[src/rtl/pipeline_controller.sv]
// Pipeline sequencer: merges hazard stall, branch flush, memory wait and halt into
// per-stage enables, with a small wait/halt/error FSM and saturating perf counters.
module pipeline_controller #(
  parameter int unsigned MEM_TIMEOUT = 255,
  parameter int unsigned TO_W        = 8,
  parameter int unsigned CNT_W       = 32
) (
  input  logic             i_clk,
  input  logic             i_rst,
  input  logic             i_stall_req,
  input  logic             i_b_taken,
  input  logic             i_mem_req,
  input  logic             i_mem_ready,
  input  logic             i_halt,
  input  logic             i_resume,
  output logic             pc_en,
  output logic             if_id_en,
  output logic             if_id_flush,
  output logic             id_ex_en,
  output logic             id_ex_bubble,
  output logic             ex_mem_en,
  output logic             mem_wb_en,
  output logic [1:0]       state,
  output logic             err,
  output logic [CNT_W-1:0] stall_cnt,
  output logic [CNT_W-1:0] flush_cnt
);

  typedef enum logic [1:0] {
    RUN      = 2'd0,
    MEM_WAIT = 2'd1,
    HALT     = 2'd2,
    ERROR    = 2'd3
  } state_e;

  state_e             state_q, state_d;
  logic [TO_W-1:0]    wait_q, wait_d;
  logic               err_q, err_d;
  logic [CNT_W-1:0]   stall_cnt_q, stall_cnt_d;
  logic [CNT_W-1:0]   flush_cnt_q, flush_cnt_d;
  logic               mem_hit;
  logic               advance;

  assign mem_hit = i_mem_req & ~i_mem_ready;

  always_comb begin
    pc_en        = 1'b0;
    if_id_en     = 1'b0;
    if_id_flush  = 1'b0;
    id_ex_en     = 1'b0;
    id_ex_bubble = 1'b0;
    ex_mem_en    = 1'b0;
    mem_wb_en    = 1'b0;
    advance      = 1'b0;
    state_d      = state_q;
    wait_d       = wait_q;
    err_d        = err_q;

    unique case (state_q)
      RUN: begin
        advance = ~mem_hit;
        if (i_halt) begin
          state_d = HALT;
        end else if (mem_hit) begin
          state_d = MEM_WAIT;
          wait_d  = TO_W'(1);
        end
      end
      MEM_WAIT: begin
        advance = i_mem_ready;
        if (i_mem_ready) begin
          state_d = RUN;
          wait_d  = '0;
        end else if (wait_q == TO_W'(MEM_TIMEOUT)) begin
          state_d = ERROR;
          err_d   = 1'b1;
        end else begin
          wait_d = wait_q + TO_W'(1);
        end
      end
      HALT: begin
        if (i_resume) begin
          state_d = RUN;
          wait_d  = '0;
        end
      end
      default: ;
    endcase

    // An advancing cycle applies the stage-2 hazard/branch rules; stall masks the branch.
    if (advance) begin
      ex_mem_en = 1'b1;
      mem_wb_en = 1'b1;
      id_ex_en  = 1'b1;
      if (i_stall_req) begin
        id_ex_bubble = 1'b1;
      end else begin
        pc_en       = 1'b1;
        if_id_en    = 1'b1;
        if_id_flush = i_b_taken;
      end
    end

    // Keep the halting instruction parked in WB.
    if (state_q == RUN && i_halt) begin
      mem_wb_en = 1'b0;
    end

    if (i_rst) begin
      pc_en        = 1'b0;
      if_id_en     = 1'b0;
      if_id_flush  = 1'b0;
      id_ex_en     = 1'b0;
      id_ex_bubble = 1'b0;
      ex_mem_en    = 1'b0;
      mem_wb_en    = 1'b0;
    end

    stall_cnt_d = stall_cnt_q;
    if ((state_q == RUN || state_q == MEM_WAIT) && !pc_en && stall_cnt_q != '1) begin
      stall_cnt_d = stall_cnt_q + CNT_W'(1);
    end
    flush_cnt_d = flush_cnt_q;
    if (if_id_flush && flush_cnt_q != '1) begin
      flush_cnt_d = flush_cnt_q + CNT_W'(1);
    end
  end

  always_ff @(posedge i_clk or posedge i_rst) begin
    if (i_rst) begin
      state_q     <= RUN;
      wait_q      <= '0;
      err_q       <= 1'b0;
      stall_cnt_q <= '0;
      flush_cnt_q <= '0;
    end else begin
      state_q     <= state_d;
      wait_q      <= wait_d;
      err_q       <= err_d;
      stall_cnt_q <= stall_cnt_d;
      flush_cnt_q <= flush_cnt_d;
    end
  end

  assign state     = state_q;
  assign err       = err_q;
  assign stall_cnt = stall_cnt_q;
  assign flush_cnt = flush_cnt_q;

endmodule
[config.mk]
export PLATFORM = sky130hd
export DESIGN_NAME = pipeline_controller
export DESIGN_NICKNAME = d
export VERILOG_FILES = /design/src/rtl/pipeline_controller.sv
export SDC_FILE = /design/constraint.sdc
export NUM_CORES = 1
export LEC_CHECK = 0
export CAP_MARGIN = 10
export CORE_MARGIN = 2
export CORE_UTILIZATION = 56
export CTS_CLUSTER_SIZE = 20
export DETAILED_ROUTE_END_ITERATION = 8
export PLACE_DENSITY = 0.95
export SLEW_MARGIN = 20
export SYNTH_ARGS = -nofsm -noshare
export SYNTH_HDL_FRONTEND = slang
export SYNTH_SLANG_ARGS = --single-unit
[constraint.sdc]
create_clock -name i_clk -period 8.7 [get_ports i_clk]
set_input_delay 2.61 -clock i_clk [delete_from_list [all_inputs] [get_ports i_clk]]
set_output_delay 2.61 -clock i_clk [all_outputs]
set_load 0.1 [all_outputs]
==> metrics.txt, run 1 <==
TritonCTS clock tree built; fin crit share 0.853; kind of critical path primary input to output port; Tightest Hold Check Type register to register; Die H 88.3 µm; Yosys cell types between 50 and 60; Fillers 480; mux cell area share after synthesis 0.0170; Final Setup Violations 0; routed vias 3,391; largest net degree at the start of global routing 76; Core ar. 6830 µm²; Avg Inst Size Synth 10.3 µm²; Starting DRT DRC Count 184; routed len/inst roughly 16 µm; root buf cell clkbuf_8; Synth Area in XOR/XNOR 0.130; Residual DRC 0; GRT Total Usage 0.252; critical path arrival 4.81 ns; crit path max fanout 6; IR drop worst, VDD around 0.22 mV; synth warn 0; fraction of registers with async set/reset 1.00; H-tree depth 3; first-pass GRT wire length roughly 15 mm; final instance area 5040 µm²; Routed WL 9.30 mm; CTS resizes 0; post-CTS setup buffers 0; PD cells 237 nW/µm²; vias in the first global route 3,316; Clock Skew just under 0.009 ns; Simple-Gate Fraction of Synth Area 0.281; fin nets about 490; Clock Latency Late Sink 0.34 ns; num ports 82; Max Cap Viol 0; #FFs+latches synth 75; Crit-path slowest cell clkdlybuf4s50_1; HPWL Detailed 6.60 mm; cell mode on critical path clkdlybuf4s50_1; status complete, no violations; initial antenna violation count 0; Cells on Worst Hold Path 1; I/O Buffers 81; DR vias/cell 5.92; final hold violation count 0; clock buffer count from CTS 9; layout cell share with drive strength beyond 1 0.105; row count 30; post-synthesis compound-gate area fraction 0.0487; post-placement setup slack 1.29 ns; adder-cell share of the synthesized area 0.0252; Post-Place Cells ~560; RePlAce Congestion between 0.8 and 0.9; cts hold-fix bufs 0; Area Growth Syn to Fin 26.8%; Post-Layout Cell Count ~570; Die Area 7800 µm²; dominant combinational cell family by area after synthesis simple AND/OR/NAND/NOR gates; Synth Instances 388; crit end category output port; placed cell areas between 4000 and 5000 µm²; Leakage between 2 and 2.5 nW; Cell Area, Synth between 3000 and 4000 µm²; stages on the worst setup path 5; Slew Viols, Final 0; slowest cell delay on critical path approximately 1.2 ns; top_reg_cell synth dfrtp_1; Worst EP required 6.09 ns; Post-synth EDFFs 0; WP buf/inv 3; largest delay contributor family on the critical path buffers and inverters; drt pass-1 iters 6; Post-Syn Nets 404; clock-pin slew on the worst setup and hold paths ~0.070 ns; setup TNS 0 ns; Seq/Total Area, Yosys 0.472; RSZ-0062 raised after global routing no; Worst Max-Slew Pin Slew ~1.0 ns; CP Launch Type primary input; chip width 88.3 µm; final worst setup slack 1.28 ns; Max Clk Rate 135 MHz; antenna-violating nets left 0; Initial Util 0.582; Tmin final roughly 7.4 ns; gr ovfl total 0; Longest Clk Path Bufs 2; CTS Sinks 75; reg2reg path depth 7; crit path cell chain clkdlybuf4s50_1, and2b_4, o2111ai_1, inv_2, clkdlybuf4s50_1; diode count 0; slew margin rel. 0.310
## final timing paths
path | from | endpoint | slack, ns
worst max-delay path | i_mem_req | if_id_flush | 1.28
worst min-delay path | err | err | 0.47
worst max register to register | state[0] | stall_cnt[28] | 6.07
worst min register to register | err | err | 0.47
max in group asynchronous | i_rst | state[0] | 5.14
min in group asynchronous | i_rst | wait_q[0] | 2.96
## synth_stat cells, types with 7 or more instances
cell type,count,area (µm²)
nor3_1,16,80.1
nor4_1,8,50.1
nand2_1,35,131
xor2_1,26,228
ha_1,8,100
nand4_1,24,150
nor4_2,7,87.6
nand3_1,29,145
inv_1,13,48.8
nor2_1,23,86.3
dfrtp_1,75,1880
and3_1,11,68.8
xnor2_1,33,289
o21ai_0,13,65.1
## flip-flops by register name, summed over array words and instances, names as in the netlist
| name | cells |
|---|---|
| err | 1 |
| wait_q | 8 |
| state | 2 |
| flush_cnt | 32 |
| stall_cnt | 32 |
## cell usage in the layout, fill, tap and decap left out, drive strengths merged, types with 4 or more instances in the layout
cell type and count:
and2 4, and3 12, buf 7, clkbuf 10
clkdlybuf4s50 75, clkinv 4, dfrtp 75, ha 8
inv 13, mux2 6, nand2 35, nand2b 5
nand3 31, nand4 27, nor2 23, nor3 17
nor4 16, o21ai 13, o31ai 5, xnor2 33
xor2 26
## metrics by stage
stage | utilization | hold slack, ns | total power [mW]
detailed placement | 0.710 | 0.462 | 0.933
floorplan | - | 0.451 | 0.817
CTS | 0.738 | 0.479 | 1.20
global placement | 0.710 | 0.453 | 0.917
global route | 0.738 | 0.493 | 1.25
finish | 0.738 | 0.471 | 1.19
## cell type report
cell class,instances,area (µm²),share of cell area
Multi-Input combinational cell,291,2000,0.396
Sequential cell,75,1880,0.372
Timing Repair Buffer,82,803,0.159
Clock buffer,10,138,0.0273
Tap cell,96,120,0.0238
Clock inverter,5,53.8,0.0107
Inverter,14,56.3,0.0112
## power breakdown
group | switching (mW) | internal, mW | leakage [nW]
logic | 0.372 | 0.129 | 1.07
clock network | 0.127 | 0.138 | 0.102
registers | 0.0485 | 0.380 | 0.985
total | 0.547 | 0.647 | 2.16
## metal layers
metal  vias up  GRT usage  part of all wire
li1       1552          -                 -
met1      1663      0.327              0.40
met4         0      0.125             0.034
met2       146      0.411              0.50
met3        30     0.0420             0.064
met5         -          0                 0
## cells by family after synthesis
logic type / after synthesis
xor gates and xnor gates: 59
muxes: 6
adders and majority gates: 8
AOI/OAI and AO/OA: 30
buffers and inverters: 22
DFF: 75
and+or+nand+nor: 188
Note: power is estimated with default switching activity, not from simulation.
==> inputs of run 2 (changes only) <==
--- a/config.mk
+++ b/config.mk
@@ -10,7 +10,7 @@
 export CORE_UTILIZATION = 56
 export CTS_CLUSTER_SIZE = 20
 export DETAILED_ROUTE_END_ITERATION = 8
-export PLACE_DENSITY = 0.95
+export PLACE_DENSITY = 0.86
 export SLEW_MARGIN = 20
 export SYNTH_ARGS = -nofsm -noshare
 export SYNTH_HDL_FRONTEND = slang
==> metrics.txt, run 2 (synthesis gave the netlist of run 1 again) <==
status complete, no violations; Area Growth Syn to Fin 26.5%; Die Area 7800 µm²; I/O Buffers 81; CTS resizes 0; Tightest Hold Check Type register to register; Leakage 2.15 nW; RSZ-0062 raised after global routing no; IR drop worst, VDD just over 0.3 mV; row count 30; Initial Util 0.582; placed cell areas 4850 µm²; clock buffer count from CTS 9; kind of critical path primary input to output port; DR vias/cell 5.86; critical path arrival ~4.8 ns; final instance area 5030 µm²; antenna-violating nets left 0; Slew Viols, Final 0; crit end category output port; fin nets 489; RePlAce Congestion ~0.84; Tmin final 7.45 ns; Worst Max-Slew Pin Slew 1.02 ns; gr ovfl total 0; layout cell share with drive strength beyond 1 0.105; Core ar. 6830 µm²; cts hold-fix bufs 0; PD cells 235 nW/µm²; Starting DRT DRC Count 182; routed vias 3,355; final hold violation count 0; Max Cap Viol 0; clock-pin slew on the worst setup and hold paths approximately 0.070 ns; num ports 82; Core Util, Final 0.737; diode count 0; first-pass GRT wire length 14.9 mm; fin crit share 0.857; chip width around 88 µm; Longest Clk Path Bufs 2; Max Clk Rate 134 MHz; CP Launch Type primary input; slew margin rel. 0.317; Residual DRC 0; Worst EP required 6.09 ns; setup TNS 0 ns; CTS Sinks 75; largest net degree at the start of global routing 76; Routed WL 9.14 mm; root buf cell clkbuf_8; vias in the first global route 3,233; HPWL Detailed 6.47 mm; drt pass-1 iters 5; most frequent cells in the layout dfrtp_1, clkdlybuf4s50_1, nand2_1; TritonCTS clock tree built; H-tree depth 3; reg2reg setup slack between 6 and 7 ns; GRT Total Usage 0.246; Post-Layout Cell Count 573; initial antenna violation count 0; Clock Latency Late Sink roughly 0.35 ns; post-CTS setup buffers 0; crit path max fanout 6; routed len/inst 16.0 µm; Die H 88.3 µm; Clock Skew 0.0107 ns; Post-Place Cells 558; Final Setup Violations 0
[run 2: changes by cell type in the layout (fill, tap and decap cells not counted)]
| cell | delta |
|---|---|
| clkinv_4 | -1 |
| clkinv_2 | +1 |
| clkbuf_8 | -1 |
| clkinvlp_4 | +1 |
[run 2: power breakdown]
part / switching, mW / internal (mW)
registers: 0.0457 / 0.380
clock network: 0.129 / 0.129
logic: 0.372 / 0.129
total: 0.546 / 0.638
[run 2: final timing paths]
kind | from | endpoint | depth (start not counted)
max | i_mem_req | if_id_flush | 5
min | err | err | 1
max reg2reg | state[0] | flush_cnt[4] | 7
min reg2reg | err | err | 1
max in group asynchronous | i_rst | stall_cnt[3] | 3
min in group asynchronous | i_rst | flush_cnt[21] | 3
[run 2: layout make-up]
cell class / instances / area [µm²]
Timing Repair Buffer: 82 / 803
Inverter: 14 / 56.3
Fill cell: 503 / 1800
Multi-Input combinational cell: 291 / 2000
Clock inverter: 6 / 57.6
Sequential cell: 75 / 1880
Clock buffer: 9 / 124
Tap cell: 96 / 120
[run 2: per-layer routing]
| layer | vias to the layer above | wire length, µm | track usage |
|---|---|---|---|
| li1 | 1554 | - | - |
| met1 | 1627 | 4050 | 0.334 |
| met2 | 146 | 4370 | 0.388 |
| met3 | 28 | 465 | 0.0401 |
| met4 | 0 | 262 | 0.116 |
| met5 | - | 0 | 0 |
[run 2: per-stage QoR]
step / hold WS (ns) / worst slack, ns / total power [mW]
2_1_floorplan: 0.451 / 0.673 / 0.817
3_3_place_gp: 0.454 / 1.30 / 0.921
3_5_place_dp: 0.465 / 1.25 / 0.932
4_1_cts: 0.482 / 1.24 / 1.19
5_1_grt: 0.498 / 1.17 / 1.23
6_report: 0.472 / 1.25 / 1.18
[run 2: critical path: stages]
cell and delay, ns:
clkdlybuf4s50_1 0.43, and2b_4 0.28, o2111ai_1 0.19, inv_2 0.17, clkdlybuf4s50_1 1.16
==> inputs of run 3 (changes only) <==
==> constraint.sdc (replaced) <==
create_clock -name i_clk -period 8.7 [get_ports i_clk]
set_input_delay 0.87 -clock i_clk [delete_from_list [all_inputs] [get_ports i_clk]]
set_output_delay 0.87 -clock i_clk [all_outputs]
set_load 0.1 [all_outputs]
==> metrics.txt, run 3 (synthesis gave the netlist of run 1 again) <==
crit path capture id_ex_bubble; Pint 687 µW; reg2reg setup slack ~6 ns; most frequent cells in the layout clkdlybuf4s50_1, dfrtp_1, nand2_1; Post-Layout Cell Count 574; Area Growth Syn to Fin 28.0%; Clock Skew 0.0103 ns; CTS resizes 0; crit path launch i_rst; clock share of power 0.243; drt pass-1 iters 4; Post-Place Cells 558; cts hold-fix bufs 0; status complete, no violations; Max Cap Viol 0; fin nets around 490; PD cells 242 nW/µm²; commonest non-fill, non-tap cell in the layout clkdlybuf4s50_1; Tmin final 4.57 ns; final hold violation count 0; Core ar. around 6800 µm²; GRT Total Usage 0.250; Leakage 2.17 nW; DR vias/cell approximately 5.7; NetSw 546 µW; Clock Latency Late Sink around 0.35 ns; setup TNS 0 ns; routed vias approximately 3,300; largest net degree at the start of global routing 77; HPWL Detailed 6.40 mm; Slew Viols, Final 0; slew margin rel. 0.291; CTS Sinks 75; fin crit share 0.526; Die Area 7800 µm²; diode count 0; IR drop worst, VDD 0.196 mV; worst r2r src state[1]; clock buffer count from CTS 9; Final Setup Violations 0; Max Clk Rate 219 MHz; Critical R2R Capture flush_cnt[1]; H-tree depth 3; Starting DRT DRC Count around 150; routed len/inst 15.7 µm; Comb power frac 0.410; initial antenna violation count 0; chip width 88.3 µm; first-pass GRT wire length 15.0 mm; Routed WL 9.03 mm; Longest Clk Path Bufs 2; critical path arrival about 3.7 ns; Flop pwr share 0.347; clock-pin slew on the worst setup and hold paths about 0.07 ns; antenna-violating nets left 0; reg2reg path depth 6; Die H 88.3 µm; RSZ-0062 raised after global routing no; I/O Buffers 81; gr ovfl total 0; kind of critical path primary input to output port; num ports 82; root buf cell clkbuf_8; RePlAce Congestion 0.855; Sw Share 0.443; Tightest Hold Check Type register to register; crit path max fanout 76; Initial Util 0.582; layout cell share with drive strength beyond 1 0.0941; TritonCTS clock tree built; Cells on Worst Hold Path 1; Worst EP required 7.83 ns; crit end category output port; CP Launch Type primary input; Residual DRC 0; row count 30; post-CTS setup buffers 0; vias in the first global route 3,141; Worst Max-Slew Pin Slew 1.06 ns
==> run 3: changes by cell type in the layout (fill, tap and decap cells not counted), sizes merged <==
cell	delta
buf	-6
bufinv	+1
clkbuf	+2
clkdlybuf4s50	+6
clkinv	-1
clkinvlp	-2
inv	+1
==> run 3: stage by stage <==
step | instance area, µm² | power, mW | hold slack [ns] | utilization | setup WS [ns]
2_1_floorplan | 3980 | 0.817 | 0.451 | - | 3.29
3_3_place_gp | 4860 | 0.922 | 0.454 | 0.712 | 4.07
3_5_place_dp | 4860 | 0.937 | 0.461 | 0.712 | 4.02
4_1_cts | 5090 | 1.24 | 0.478 | 0.745 | 4.01
5_1_grt | 5090 | 1.29 | 0.488 | 0.745 | 3.85
6_report | 5090 | 1.23 | 0.476 | 0.745 | 4.13
==> run 3: critical path: stages <==
cell and delay [ns]:
clkdlybuf4s50_1 0.43, inv_2 0.05, buf_4 0.68, nand2b_1 0.25, inv_1 0.15, and2_1 0.13
clkdlybuf4s50_1 1.13
==> run 3: layout make-up <==
| type | count | area (µm²) |
|---|---|---|
| well taps | 96 | 120 |
| repair buffers | 82 | 818 |
| inverters | 14 | 52.6 |
| flip-flops and latches | 75 | 1880 |
| clock buffers | 11 | 151 |
| fillers | 492 | 1740 |
| multi-input cells | 291 | 2000 |
| clock inverters | 5 | 75.1 |
==> run 3: routing by layer <==
metal	global-route usage	wire length, µm
met3	0.0578	431
met1	0.328	3980
met5	0	0
met4	0.0964	166
met2	0.405	4460
==> run 3: power by group through the flow <==
| stage | Sequential (mW) | Clock (mW) | Combinational, mW |
|---|---|---|---|
| final | 0.428 | 0.300 | 0.505 |
| after global routing | 0.434 | 0.320 | 0.532 |
| after CTS | 0.427 | 0.306 | 0.506 |
| after detailed placement | 0.433 | 0 | 0.504 |
| after global placement | 0.429 | 0 | 0.493 |
| after floorplan | 0.615 | 0 | 0.202 |
==> run 3: worst min-delay path by stage <==
| stage | endpoint | startpoint |
|---|---|---|
| after global routing | err | err |
| final | err | err |
| after floorplan | wait_q[7] | wait_q[7] |
| after global placement | err | err |
| after CTS | err | err |
| after detailed placement | err | err |
